File: config.mk
export PLATFORM = sky130hd
export DESIGN_NAME = mem_port_arbiter_flat
export DESIGN_NICKNAME = d
export VERILOG_FILES = /design/src/rtl/mem_port_arbiter_if.sv /design/src/rtl/mem_port_arbiter.sv /design/src/flat_wrapper.sv
export SDC_FILE = /design/constraint.sdc
export NUM_CORES = 1
export LEC_CHECK = 0
export BUFFER_PORTS_ARGS = -buffer_cell sky130_fd_sc_hd__buf_2
export CAP_MARGIN = 20
export CORE_AREA = 10 10 126 128
export CTS_CLUSTER_DIAMETER = 120
export CTS_CLUSTER_SIZE = 10
export DETAILED_ROUTE_END_ITERATION = 10
export DIE_AREA = 0 0 136 138
export PLACE_DENSITY = 0.76
export SYNTH_ARGS = -nofsm -noshare
export SYNTH_HDL_FRONTEND = slang
export SYNTH_SLANG_ARGS = --single-unit
File: constraint.sdc
create_clock -name clk -period 12.8 [get_ports clk]
set_input_delay 1.28 -clock clk [delete_from_list [all_inputs] [get_ports clk]]
set_output_delay 1.28 -clock clk [all_outputs]
set_load 0.005 [all_outputs]
File: src/rtl/mem_port_arbiter_if.sv
// Handshake and memory bus bundle between the IF/MEM stages, the shared memory
// and mem_port_arbiter. The arbiter takes the slave modport; the CPU/memory side takes master.
interface mem_port_arbiter_if;
  logic        if_req;
  logic [31:0] if_addr;
  logic [31:0] if_rdata;
  logic        if_ack;
  logic        d_req;
  logic        d_we;
  logic [31:0] d_addr;
  logic [31:0] d_wdata;
  logic [31:0] d_rdata;
  logic        d_ack;
  logic        mem_en;
  logic        mem_we;
  logic [31:0] mem_addr;
  logic [31:0] mem_wdata;
  logic [31:0] mem_rdata;
  logic        stall_if;
  logic        stall_mem;

  modport slave (
    input  if_req, if_addr, d_req, d_we, d_addr, d_wdata, mem_rdata,
    output if_rdata, if_ack, d_rdata, d_ack, mem_en, mem_we, mem_addr, mem_wdata,
           stall_if, stall_mem
  );

  modport master (
    output if_req, if_addr, d_req, d_we, d_addr, d_wdata, mem_rdata,
    input  if_rdata, if_ack, d_rdata, d_ack, mem_en, mem_we, mem_addr, mem_wdata,
           stall_if, stall_mem
  );
endinterface

File: src/rtl/mem_port_arbiter.sv
// Arbitrates one single-ported memory between instruction fetch and load/store.
// Define MEM_ARB_RR_EN for round-robin tie breaking; otherwise data wins ties.
module mem_port_arbiter #(
  parameter int MEM_LAT = 2
) (
  input  logic                clk,
  input  logic                rst,
  mem_port_arbiter_if.slave   bus
);

  typedef enum logic [1:0] {IDLE, IF_ACC, D_ACC} state_t;

  state_t      state_q, state_d;
  logic [2:0]  cnt_q, cnt_d;
  logic        mem_en_q, mem_en_d;
  logic        mem_we_q, mem_we_d;
  logic [31:0] mem_addr_q, mem_addr_d;
  logic [31:0] mem_wdata_q, mem_wdata_d;
  logic [31:0] if_rdata_q, if_rdata_d;
  logic [31:0] d_rdata_q, d_rdata_d;
  logic        if_ack_q, if_ack_d;
  logic        d_ack_q, d_ack_d;

  logic        if_elig, d_elig, d_wins_tie, grant_d, grant_if;

  // A request whose ack is high this cycle is being released, so it may not be re-granted.
  assign if_elig = bus.if_req & ~if_ack_q;
  assign d_elig  = bus.d_req & ~d_ack_q;

`ifdef MEM_ARB_RR_EN
  logic last_d_q, last_d_d;
  assign d_wins_tie = ~last_d_q;
`else
  assign d_wins_tie = 1'b1;
`endif

  assign grant_d  = d_elig & (~if_elig | d_wins_tie);
  assign grant_if = if_elig & ~grant_d;

  always_comb begin
    state_d     = state_q;
    cnt_d       = cnt_q;
    mem_en_d    = mem_en_q;
    mem_we_d    = mem_we_q;
    mem_addr_d  = mem_addr_q;
    mem_wdata_d = mem_wdata_q;
    if_rdata_d  = if_rdata_q;
    d_rdata_d   = d_rdata_q;
    if_ack_d    = 1'b0;
    d_ack_d     = 1'b0;
`ifdef MEM_ARB_RR_EN
    last_d_d    = last_d_q;
`endif
    case (state_q)
      IDLE: begin
        if (grant_d) begin
          state_d     = D_ACC;
          cnt_d       = 3'(MEM_LAT - 1);
          mem_en_d    = 1'b1;
          mem_we_d    = bus.d_we;
          mem_addr_d  = bus.d_addr & ~32'h3;
          mem_wdata_d = bus.d_wdata;
`ifdef MEM_ARB_RR_EN
          last_d_d    = 1'b1;
`endif
        end else if (grant_if) begin
          state_d     = IF_ACC;
          cnt_d       = 3'(MEM_LAT - 1);
          mem_en_d    = 1'b1;
          mem_we_d    = 1'b0;
          mem_addr_d  = bus.if_addr & ~32'h3;
          mem_wdata_d = 32'h0;
`ifdef MEM_ARB_RR_EN
          last_d_d    = 1'b0;
`endif
        end
      end
      IF_ACC, D_ACC: begin
        if (cnt_q != 3'd0) begin
          cnt_d = cnt_q - 3'd1;
        end else begin
          // Last busy cycle: memory data is valid now, ack lands next cycle back in IDLE.
          if (state_q == IF_ACC) begin
            if_rdata_d = bus.mem_rdata;
            if_ack_d   = 1'b1;
          end else begin
            if (!mem_we_q) d_rdata_d = bus.mem_rdata;
            d_ack_d = 1'b1;
          end
          mem_en_d = 1'b0;
          mem_we_d = 1'b0;
          state_d  = IDLE;
        end
      end
      default: state_d = IDLE;
    endcase
  end

  always_ff @(posedge clk or posedge rst) begin
    if (rst) begin
      state_q     <= IDLE;
      cnt_q       <= 3'd0;
      mem_en_q    <= 1'b0;
      mem_we_q    <= 1'b0;
      mem_addr_q  <= 32'h0;
      mem_wdata_q <= 32'h0;
      if_rdata_q  <= 32'h0;
      d_rdata_q   <= 32'h0;
      if_ack_q    <= 1'b0;
      d_ack_q     <= 1'b0;
    end else begin
      state_q     <= state_d;
      cnt_q       <= cnt_d;
      mem_en_q    <= mem_en_d;
      mem_we_q    <= mem_we_d;
      mem_addr_q  <= mem_addr_d;
      mem_wdata_q <= mem_wdata_d;
      if_rdata_q  <= if_rdata_d;
      d_rdata_q   <= d_rdata_d;
      if_ack_q    <= if_ack_d;
      d_ack_q     <= d_ack_d;
    end
  end

`ifdef MEM_ARB_RR_EN
  // Pointer resets to "last winner = IF" so data takes the first tie.
  always_ff @(posedge clk or posedge rst) begin
    if (rst) last_d_q <= 1'b0;
    else     last_d_q <= last_d_d;
  end
`endif

  assign bus.mem_en    = mem_en_q;
  assign bus.mem_we    = mem_we_q;
  assign bus.mem_addr  = mem_addr_q;
  assign bus.mem_wdata = mem_wdata_q;
  assign bus.if_rdata  = if_rdata_q;
  assign bus.d_rdata   = d_rdata_q;
  assign bus.if_ack    = if_ack_q;
  assign bus.d_ack     = d_ack_q;
  assign bus.stall_if  = bus.if_req & ~if_ack_q;
  assign bus.stall_mem = bus.d_req & ~d_ack_q;

endmodule

File: src/flat_wrapper.sv
// flat-port wrapper written by rule: the top's interface ports become plain ports
module mem_port_arbiter_flat 
#(
  parameter int MEM_LAT = 2
)
  (clk, rst, bus_if_req, bus_if_addr, bus_d_req, bus_d_we, bus_d_addr, bus_d_wdata, bus_mem_rdata, bus_if_rdata, bus_if_ack, bus_d_rdata, bus_d_ack, bus_mem_en, bus_mem_we, bus_mem_addr, bus_mem_wdata, bus_stall_if, bus_stall_mem);
  mem_port_arbiter_if bus_i ();
  input  logic clk;
  input  logic rst;
  input wire logic [$bits(bus_i.if_req)-1:0] bus_if_req;
  input wire logic [$bits(bus_i.if_addr)-1:0] bus_if_addr;
  input wire logic [$bits(bus_i.d_req)-1:0] bus_d_req;
  input wire logic [$bits(bus_i.d_we)-1:0] bus_d_we;
  input wire logic [$bits(bus_i.d_addr)-1:0] bus_d_addr;
  input wire logic [$bits(bus_i.d_wdata)-1:0] bus_d_wdata;
  input wire logic [$bits(bus_i.mem_rdata)-1:0] bus_mem_rdata;
  output wire logic [$bits(bus_i.if_rdata)-1:0] bus_if_rdata;
  output wire logic [$bits(bus_i.if_ack)-1:0] bus_if_ack;
  output wire logic [$bits(bus_i.d_rdata)-1:0] bus_d_rdata;
  output wire logic [$bits(bus_i.d_ack)-1:0] bus_d_ack;
  output wire logic [$bits(bus_i.mem_en)-1:0] bus_mem_en;
  output wire logic [$bits(bus_i.mem_we)-1:0] bus_mem_we;
  output wire logic [$bits(bus_i.mem_addr)-1:0] bus_mem_addr;
  output wire logic [$bits(bus_i.mem_wdata)-1:0] bus_mem_wdata;
  output wire logic [$bits(bus_i.stall_if)-1:0] bus_stall_if;
  output wire logic [$bits(bus_i.stall_mem)-1:0] bus_stall_mem;
  assign bus_i.if_req = bus_if_req;
  assign bus_i.if_addr = bus_if_addr;
  assign bus_i.d_req = bus_d_req;
  assign bus_i.d_we = bus_d_we;
  assign bus_i.d_addr = bus_d_addr;
  assign bus_i.d_wdata = bus_d_wdata;
  assign bus_i.mem_rdata = bus_mem_rdata;
  assign bus_if_rdata = bus_i.if_rdata;
  assign bus_if_ack = bus_i.if_ack;
  assign bus_d_rdata = bus_i.d_rdata;
  assign bus_d_ack = bus_i.d_ack;
  assign bus_mem_en = bus_i.mem_en;
  assign bus_mem_we = bus_i.mem_we;
  assign bus_mem_addr = bus_i.mem_addr;
  assign bus_mem_wdata = bus_i.mem_wdata;
  assign bus_stall_if = bus_i.stall_if;
  assign bus_stall_mem = bus_i.stall_mem;
  mem_port_arbiter #(.MEM_LAT(MEM_LAT)) u_core (.clk(clk), .rst(rst), .bus(bus_i));
endmodule
==> impl_metrics.ini, run 1 <==
[critical_path]
start_kind = input port
crit_path_end_kind = primary output
rr_startpoint = u_core.bus.d_ack
worst-r2r-setup-slack_ns = 10.31
crit_type = input port to primary output
arrival_ns = 2.29
crit_required_ns = 11.52
path_max_fanout = 38
r2r-end = u_core.bus.mem_addr[9]
worst_r2r_path_depth = 5

[run]
drv_cap = 0

[power]
combinationalPowerShare_pct = 36.8
intPower_mw = 1.37
clock_power_share_pct = 25.3
power.switching_mw = 0.609
ir_drop_mv = 0.118
power-per-cell-area_nw_per_um2 = 258
seqPwrFrac_pct = 38.0
total_power_mw = 1.98
swShare_pct = 30.8
p_leak_nw = 3.92

[floorplanning]
die_h_um = 138
ioPinCount = 267
dieArea_um2 = 18800
rows = 43
die_x_um = 136
core_area_um2 = 13500
initial_core_util_pct = 42.0

[route]
wl_per_cell_um = 19.0
drtIter0Drc = 121
drtAntennaViolNets = 0
via_per_inst = 4.93
drt-total-wl_um = 15500
dr.pass1.iters = 4
vias = 4022
drcViolationCount = 0

[yosys]
synthArstFlopShare_pct = 100
synth_compound_area_share_pct = 7.39
syn-cell-area_um2 = 5670
ys_ff_latch = 135
synth_edf_count = 0
synth_top_area_share_pct = 59.6
synth_top_family_by_area = multiplexers
ys_seq_area_share_pct = 59.6
synth-xor-area-share_pct = 0
syn_inst = 363
synthTopCellsByArea = dfrtp_1 60%, mux2_2 19%, mux2_4 6.4%
synthFlopType = dfrtp_1
synth-simple-area-share_pct = 1.77
synthAdderAreaFrac_pct = 1.10
synth.distinct_cells = 32
yosysWarnings = 0
muxShareOfSynthArea_pct = 26.2
avgSynthCellArea_um2 = 15.6
synth_top_cell_by_area = dfrtp_1

[timing]
fmax_mhz = 280
period_share_pct = 27.9
rsz0062_at_grt = no
fin_crit_ns = 3.57
hold_viol_final = 0
fin_tns_setup_ns = 0
worst_slew_pin_slew_ns = 0.977
skew_ns = 0.00851
finalMaxSlewViolations = 0
setup_viol = 0
max_slew_margin_pct = 34.9

[cts]
postCtsSetupRepairBufs = 0
path_clk_slew_ns = 0.05
cts_resized = 0
clockBufferDepth = 2
htreeDepth = 4
hold_buffers = 0
clock-sinks = 135
cts-buffers-inserted = 17
insertion_delay_ns = 0.40
cts_tree = yes
cts-root-buf = clkbuf_16

[finish]
syn_to_final_growth_pct = 35.4
layout-drive-gt1-share_pct = 66.5
diodes = 0
final_area_um2 = 7670
final_common_cell = buf_2
num-fill-cells = 1112
final_util_pct = 56.8
fin_nets = 763
layout_common_cells = 260 x buf_2, 135 x dfrtp_1, 95 x mux2_2

[min_path]
hold_path_class = flop to flop
hold_path_depth = 1
hold_end = u_core.cnt_q[1]
worstHoldStart = u_core.cnt_q[1]

[global_routing]
grt_pass1_wl_um = 23800
grtUsageTotal_pct = 16.0
grt_antenna_before_repair = 1
grt.overflow.total = 0
grt_pass1_vias = 4537
grt_max_degree = 82

[placed_design]
post_dp_cell_area_um2 = 7070
portBuffers = 260
place_congestion = 0.891
hpwl_um = 11600

[outcome]
status = finished, final reports clean
kinds of logic (layout without fill, tap and decap cells):
| kind of cell | after synthesis | count (layout) |
|---|---|---|
| AO/OA/AOI/OAI | 48 | 48 |
| other | 1 | 2 |
| adder cells (fa/ha/maj) | 5 | 5 |
| flip-flops | 135 | 135 |
| AND/OR/NAND/NOR | 16 | 16 |
| multiplexers | 124 | 124 |
| buffers and inverters | 34 | 306 |
synthesized netlist by cell type (all sizes together) (2+ instances only):
cell,instances
inv,12
buf,22
dfrtp,135
o22ai,2
nor2b,2
nor2,8
mux2,124
a211o,2
ha,5
nand2b,2
a22o,33
o21ai,2
o311a,2
a311oi,2
layer usage:
metal | global-route usage, % | share of wire (%)
met4 | 6.67 | 2.2
met5 | 0 | 0
met1 | 16.0 | 37
met3 | 8.88 | 13
met2 | 26.7 | 48
stage by stage:
stage	hold slack (ns)	worst slack (ns)	std cells
after global placement	0.467	9.31	786
after detailed placement	0.481	9.24	786
after CTS	0.493	9.24	816
after global routing	0.506	9.18	816
after floorplan	0.459	7.91	364
final	0.487	9.23	816
area by class of cell:
class / instances / area, um^2 / share of cell area (%)
well taps: 180 / 225 / 2.93
repair buffers: 264 / 1330 / 17.3
clock inverters: 12 / 178 / 2.31
multi-input cells: 195 / 2080 / 27.1
inverters: 12 / 50.0 / 0.652
clock buffers: 18 / 429 / 5.59
flip-flops and latches: 135 / 3380 / 44.0
worst max path at each step:
stage,start,endpoint,slack (ns),cells past startpoint
after floorplan,rst,u_core.bus.d_ack,7.91,1
after global placement,bus_d_req,bus_stall_mem,9.31,4
after detailed placement,bus_d_req,bus_stall_mem,9.24,4
after CTS,bus_d_req,bus_stall_mem,9.24,4
after global routing,bus_d_req,bus_stall_mem,9.18,4
final,bus_d_req,bus_stall_mem,9.23,4
power by group through the flow:
stage	clock, mW	sequential (mW)	combinational, mW
finish	0.499	0.750	0.727
global route	0.535	0.774	0.800
CTS	0.513	0.752	0.745
detailed placement	0	0.753	0.742
global placement	0	0.737	0.720
floorplan	0	0.767	0.398
flip-flops by register name, indices dropped and copies added (netlist names):
| register | cells |
|---|---|
| u_core.state_q | 2 |
| u_core.bus.mem_en | 1 |
| u_core.bus.mem_addr | 30 |
| u_core.cnt_q | 3 |
| u_core.bus.mem_wdata | 32 |
| u_core.bus.mem_we | 1 |
| u_core.bus.d_ack | 1 |
| u_core.bus.if_ack | 1 |
| u_core.bus.d_rdata | 32 |
| u_core.bus.if_rdata | 32 |
worst max-delay path, cell delays in order:
cell,delay (ns)
buf_2,0.11
nand2b_4,0.48
inv_2,0.19
buf_2,0.20
(Power assumes the default switching activity.)
==> run 2, diff against run 1 <==
CORE_AREA = 10 10 128 130   (was 10 10 126 128)
DIE_AREA = 0 0 138 140   (was 0 0 136 138)
PLACE_DENSITY = 0.77   (was 0.76)
clock period = 2.95 ns   (was 12.8 ns; I/O delays follow)
==> impl_metrics.ini, run 2 (synthesis results as in run 1) <==
[timing]
skew_ns = 0.00758
period_share_pct = 71.9
fmax_mhz = 471
max_slew_margin_pct = 54.2
hold_ws_ns = 0.0925
hold_viol_final = 0
worst_slew_pin_slew_ns = 0.688
fin_crit_ns = 2.12
fin_tns_setup_ns = 0
rsz0062_at_grt = no
setup_viol = 0
finalMaxSlewViolations = 0

[cts]
clock-sinks = 135
cts_resized = 0
cts-buffers-inserted = 17
path_clk_slew_ns = 0.06
htreeDepth = 4
insertion_delay_ns = 0.41
cts-root-buf = clkbuf_16
clockBufferDepth = 2
hold_buffers = 0
postCtsSetupRepairBufs = 0
cts_tree = yes

[finish]
layout-drive-gt1-share_pct = 66.8
final_area_um2 = 7730
diodes = 0
layout_common_cells = 260 x buf_2, 135 x dfrtp_1, 95 x mux2_2
syn_to_final_growth_pct = 36.3
fin_nets = 766
final_util_pct = 56.1
final_common_cell = buf_2

[global_routing]
grt_pass1_vias = 4710
grt_use_met3_pct = 8.99
grt_pass1_wl_um = 25200
grt.overflow.total = 0
grt.busiest_layer = met2
met2_usage_pct = 28.3
grtUsageMet1_pct = 15.9
grt_antenna_before_repair = 0
grtUsageTotal_pct = 16.2
grt_max_degree = 136

[floorplanning]
die_x_um = 138
initial_core_util_pct = 41.2
rows = 43
ioPinCount = 267
die_h_um = 140
dieArea_um2 = 19300
core_area_um2 = 13800

[placed_design]
post_dp_cell_area_um2 = 7110
portBuffers = 260
place_congestion = 0.929
hpwl_um = 12200

[power]
swShare_pct = 31.5
clock_power_share_pct = 25.2
combinationalPowerShare_pct = 36.9
ir_drop_mv = 0.612
total_power_mw = 8.63
intPower_mw = 5.91
power-per-cell-area_nw_per_um2 = 1120
seqPwrFrac_pct = 37.9
power.switching_mw = 2.72
p_leak_nw = 3.93

[critical_path]
start_kind = flop
crit_type = flop to flop
path_max_fanout = 32
crit_required_ns = 3.24
arrival_ns = 2.41
rr_startpoint = u_core.cnt_q[0]
worstSetupStartpoint = u_core.cnt_q[0]
worst-r2r-setup-slack_ns = 0.83
crit_path_end_kind = flop

[outcome]
status = finished, final reports clean

[route]
drtAntennaViolNets = 0
via_per_inst = 4.92
wl_per_cell_um = 19.5
dr.pass1.iters = 4
drcViolationCount = 0
drtIter0Drc = 146
vias = 4037
drt-total-wl_um = 16000

[run]
drv_cap = 0

[min_path]
hold_path_class = input port to asynchronous set/reset pin
run 2: power by group through the flow:
stage               logic, mW  registers (mW)  clock network [mW]
floorplan                1.73            3.33                   0
global placement         3.15            3.21                   0
detailed placement       3.26            3.29                   0
CTS                      3.27            3.28                2.22
global route             3.49            3.39                2.32
finish                   3.18            3.27                2.18
run 2: cell type report:
cell class / count / area, um^2
clock buffers: 19 / 443
clock inverters: 13 / 170
fillers: 1158 / 6050
inverters: 12 / 48.8
multi-input cells: 195 / 2080
flip-flops and latches: 135 / 3380
well taps: 180 / 225
repair buffers: 267 / 1380
run 2: per-stage QoR:
| stage | setup slack (ns) | instances |
|---|---|---|
| floorplan | 0.976 | 364 |
| global placement | 0.938 | 789 |
| detailed placement | 0.866 | 789 |
| CTS | 0.838 | 821 |
| global route | 0.720 | 821 |
| finish | 0.829 | 821 |
run 2: path summary, 6_finish.rpt:
| path | end | depth (start not counted) |
|---|---|---|
| min in group clk | u_core.bus.mem_wdata[8] | 2 |
| max in group asynchronous | u_core.bus.if_rdata[25] | 3 |
| hold reg to reg | u_core.bus.mem_addr[17] | 1 |
| setup / recovery | u_core.bus.d_rdata[31] | 7 |
| setup reg to reg | u_core.bus.d_rdata[31] | 7 |
| hold / removal | u_core.bus.d_rdata[29] | 3 |
run 2: worst max-delay path, cell delays in order, from the launching register on:
cell	delay (ns)
dfrtp_1	0.40
inv_1	0.10
ha_1	0.16
ha_1	0.25
nand2_2	0.14
nor3_4	0.12
buf_4	0.41
mux2_2	0.40
run 2: per-layer routing:
layer	up-vias	routed length, um
met2	176	8240
met3	17	1780
li1	1840	-
met1	2004	5740
met4	0	236
met5	-	0
==> run 3, diff against run 2 <==
ABC_AREA = 1   (was not set)
CORE_AREA = 10 10 129 131   (was 10 10 128 130)
DIE_AREA = 0 0 139 141   (was 0 0 138 140)
PLACE_DENSITY = 0.78   (was 0.77)
clock period = 1.84 ns   (was 2.95 ns; I/O delays follow)
==> impl_metrics.ini, run 3 <==
[yosys]
ys_seq_area_share_pct = 57.1
synth_top_area_share_pct = 57.1
syn-cell-area_um2 = 5910
synth_edf_count = 0
syn_inst = 674
synthFlopType = dfrtp_1
avgSynthCellArea_um2 = 8.77
synth.most_common_cell = nand2_1
synth.distinct_cells = 21
yosysWarnings = 0
ys_ff_latch = 135
synthArstFlopShare_pct = 100
synth_top_cell_by_area = dfrtp_1
synth_common_cells = 260 x nand2_1, 135 x dfrtp_1, 98 x nand3_1, 48 x inv_1, 32 x o21ai_1
synthTopCellsByArea = dfrtp_1 57%, nand2_1 17%, nand3_1 8.3%

[global_routing]
grt_use_met3_pct = 8.90
grt_pass1_vias = 5585
grt_antenna_before_repair = 1
grtUsageMet1_pct = 20.2
met2_usage_pct = 27.9
grt_max_degree = 66
grt.overflow.total = 0
grtUsageTotal_pct = 17.7
grt_pass1_wl_um = 28500
grt.busiest_layer = met2

[route]
drtAntennaViolNets = 0
wl_per_cell_um = 15.7
vias = 5428
drcViolationCount = 0
drtIter0Drc = 204
via_per_inst = 4.77
drt-total-wl_um = 17800
dr.pass1.iters = 5

[power]
power-per-cell-area_nw_per_um2 = 1770
ir_drop_mv = 0.923
total_power_mw = 14.4
p_leak_nw = 4.71

[cts]
path_clk_slew_ns = 0.06
clockBufferDepth = 2
cts-buffers-inserted = 17
cts_resized = 0
htreeDepth = 4
cts_tree = yes
clock-sinks = 135
cts-root-buf = clkbuf_16
insertion_delay_ns = 0.41

[critical_path]
crit_type = flop to primary output
path_max_fanout = 22
worst_r2r_path_depth = 9
crit_path_end_kind = primary output
timing.critical_path.buf_inv = 4
start_kind = flop
arrival_ns = 1.56
critPathTopFamily = buffers and inverters
crit_cells = 5
crit_chain = inv_1, nand2_4, inv_4, buf_4, buf_2
cp_slowest_cell = dfrtp_1
slowest_delay_ns = 0.37
crit_required_ns = 1.66

[finish]
diodes = 0
layout_common_cells = 260 x buf_2, 259 x nand2_1, 135 x dfrtp_1
fin_nets = 1079
final_util_pct = 57.2
final_common_cell = buf_2
syn_to_final_growth_pct = 37.4
ff_latch_area_um2 = 3380
layout-drive-gt1-share_pct = 35.6
multi_input_area_um2 = 2070
num-fill-cells = 1252

[outcome]
status = finished, final reports clean

[timing]
hold_viol_final = 0
setup_viol = 0
fin_crit_ns = 1.74
skew_ns = 0.00981
worst_slack_ns = 0.0992
finalMaxSlewViolations = 0
rsz0062_at_grt = no
fmax_mhz = 574
period_share_pct = 94.6

[run]
drv_cap = 0

[floorplanning]
dieArea_um2 = 19600
initial_core_util_pct = 41.6
core_area_um2 = 14200
ioPinCount = 267
die_h_um = 141
rows = 44
die_x_um = 139

[placed_design]
portBuffers = 260
place_congestion = 0.811
post-place-ws_ns = 0.218
hpwl_um = 13100

[min_path]
hold_path_depth = 3
hold_path_class = input port to flop
[run 3: changes by cell type in the layout (fill, tap and decap cells not counted), moves of 9 or more]
cell,delta
dlygate4sd3_1,+16
o21ai_2,+23
nand2_1,+259
o21ai_1,+32
nand3_1,+98
mux2_2,-95
a22o_1,-33
mux2_4,-24
o21ai_0,+9
inv_1,+38
[run 3: cells by family after synthesis]
| group | Yosys count | synth area share, % |
|---|---|---|
| AND/OR/NAND/NOR | 373 | 26.6 |
| buffers and inverters | 93 | 7.98 |
| flip-flops | 135 | 57.1 |
| AO/OA/AOI/OAI | 67 | 7.13 |
| adder cells (fa/ha/maj) | 5 | 1.06 |
| other | 1 | 0.0634 |
[run 3: path summary, 6_finish.rpt]
path,from,to,slack [ns]
min in group asynchronous,rst,u_core.bus.d_rdata[6],0.34
worst min-delay path,bus_d_wdata[4],u_core.bus.mem_wdata[4],0.02
worst max-delay path,u_core.bus.d_ack,bus_stall_mem,0.1
worst max register to register,u_core.cnt_q[0],u_core.bus.if_rdata[12],0.20
max in group asynchronous,rst,u_core.bus.if_rdata[24],0.90
worst min register to register,u_core.cnt_q[1],u_core.cnt_q[1],0.47
[run 3: tightest hold or removal path, cell delays in order]
cell	delay, ns
buf_2	0.08
nand3_1	0.06
nand2_1	0.06
[run 3: what timing repair did]
action,4_1_cts,5_1_grt
setup buffers,0,0
hold buffers,16,0
endpoints found under the hold margin,28,0
[run 3: area by class of cell]
cell class | instances | area share, %
well taps | 184 | 2.84
repair buffers | 290 | 20.1
flip-flops and latches | 135 | 41.6
clock inverters | 11 | 1.82
clock buffers | 21 | 5.79
multi-input cells | 447 | 25.5
inverters | 50 | 2.39
[run 3: per-stage QoR]
stage / hold slack (ns) / cell area, um^2 / setup TNS [ns] / cells
floorplan: 0.329 / 5920 / -3.13 / 675
finish: 0.0163 / 8120 / 0 / 1138
global route: 0.00970 / 8120 / 0 / 1138
global placement: 0.225 / 7340 / 0 / 1090
CTS: 0.000731 / 8120 / 0 / 1138
detailed placement: 0.228 / 7340 / 0 / 1090
[run 3: metal layers]
metal,part of all wire [%],vias up,wire [um]
met5,0.073,-,13
met1,40,2500,7110
met2,47,231,8450
met3,11,25,2000
met4,1.4,2,256
li1,-,2670,-
[run 3: where the power goes]
part	total [mW]	internal, mW	leakage (nW)	switching [mW]
logic	5.69	2.35	2.74	3.34
registers	5.20	4.45	1.67	0.755
clock network	3.49	2.24	0.291	1.26
total	14.4	9.04	4.71	5.35
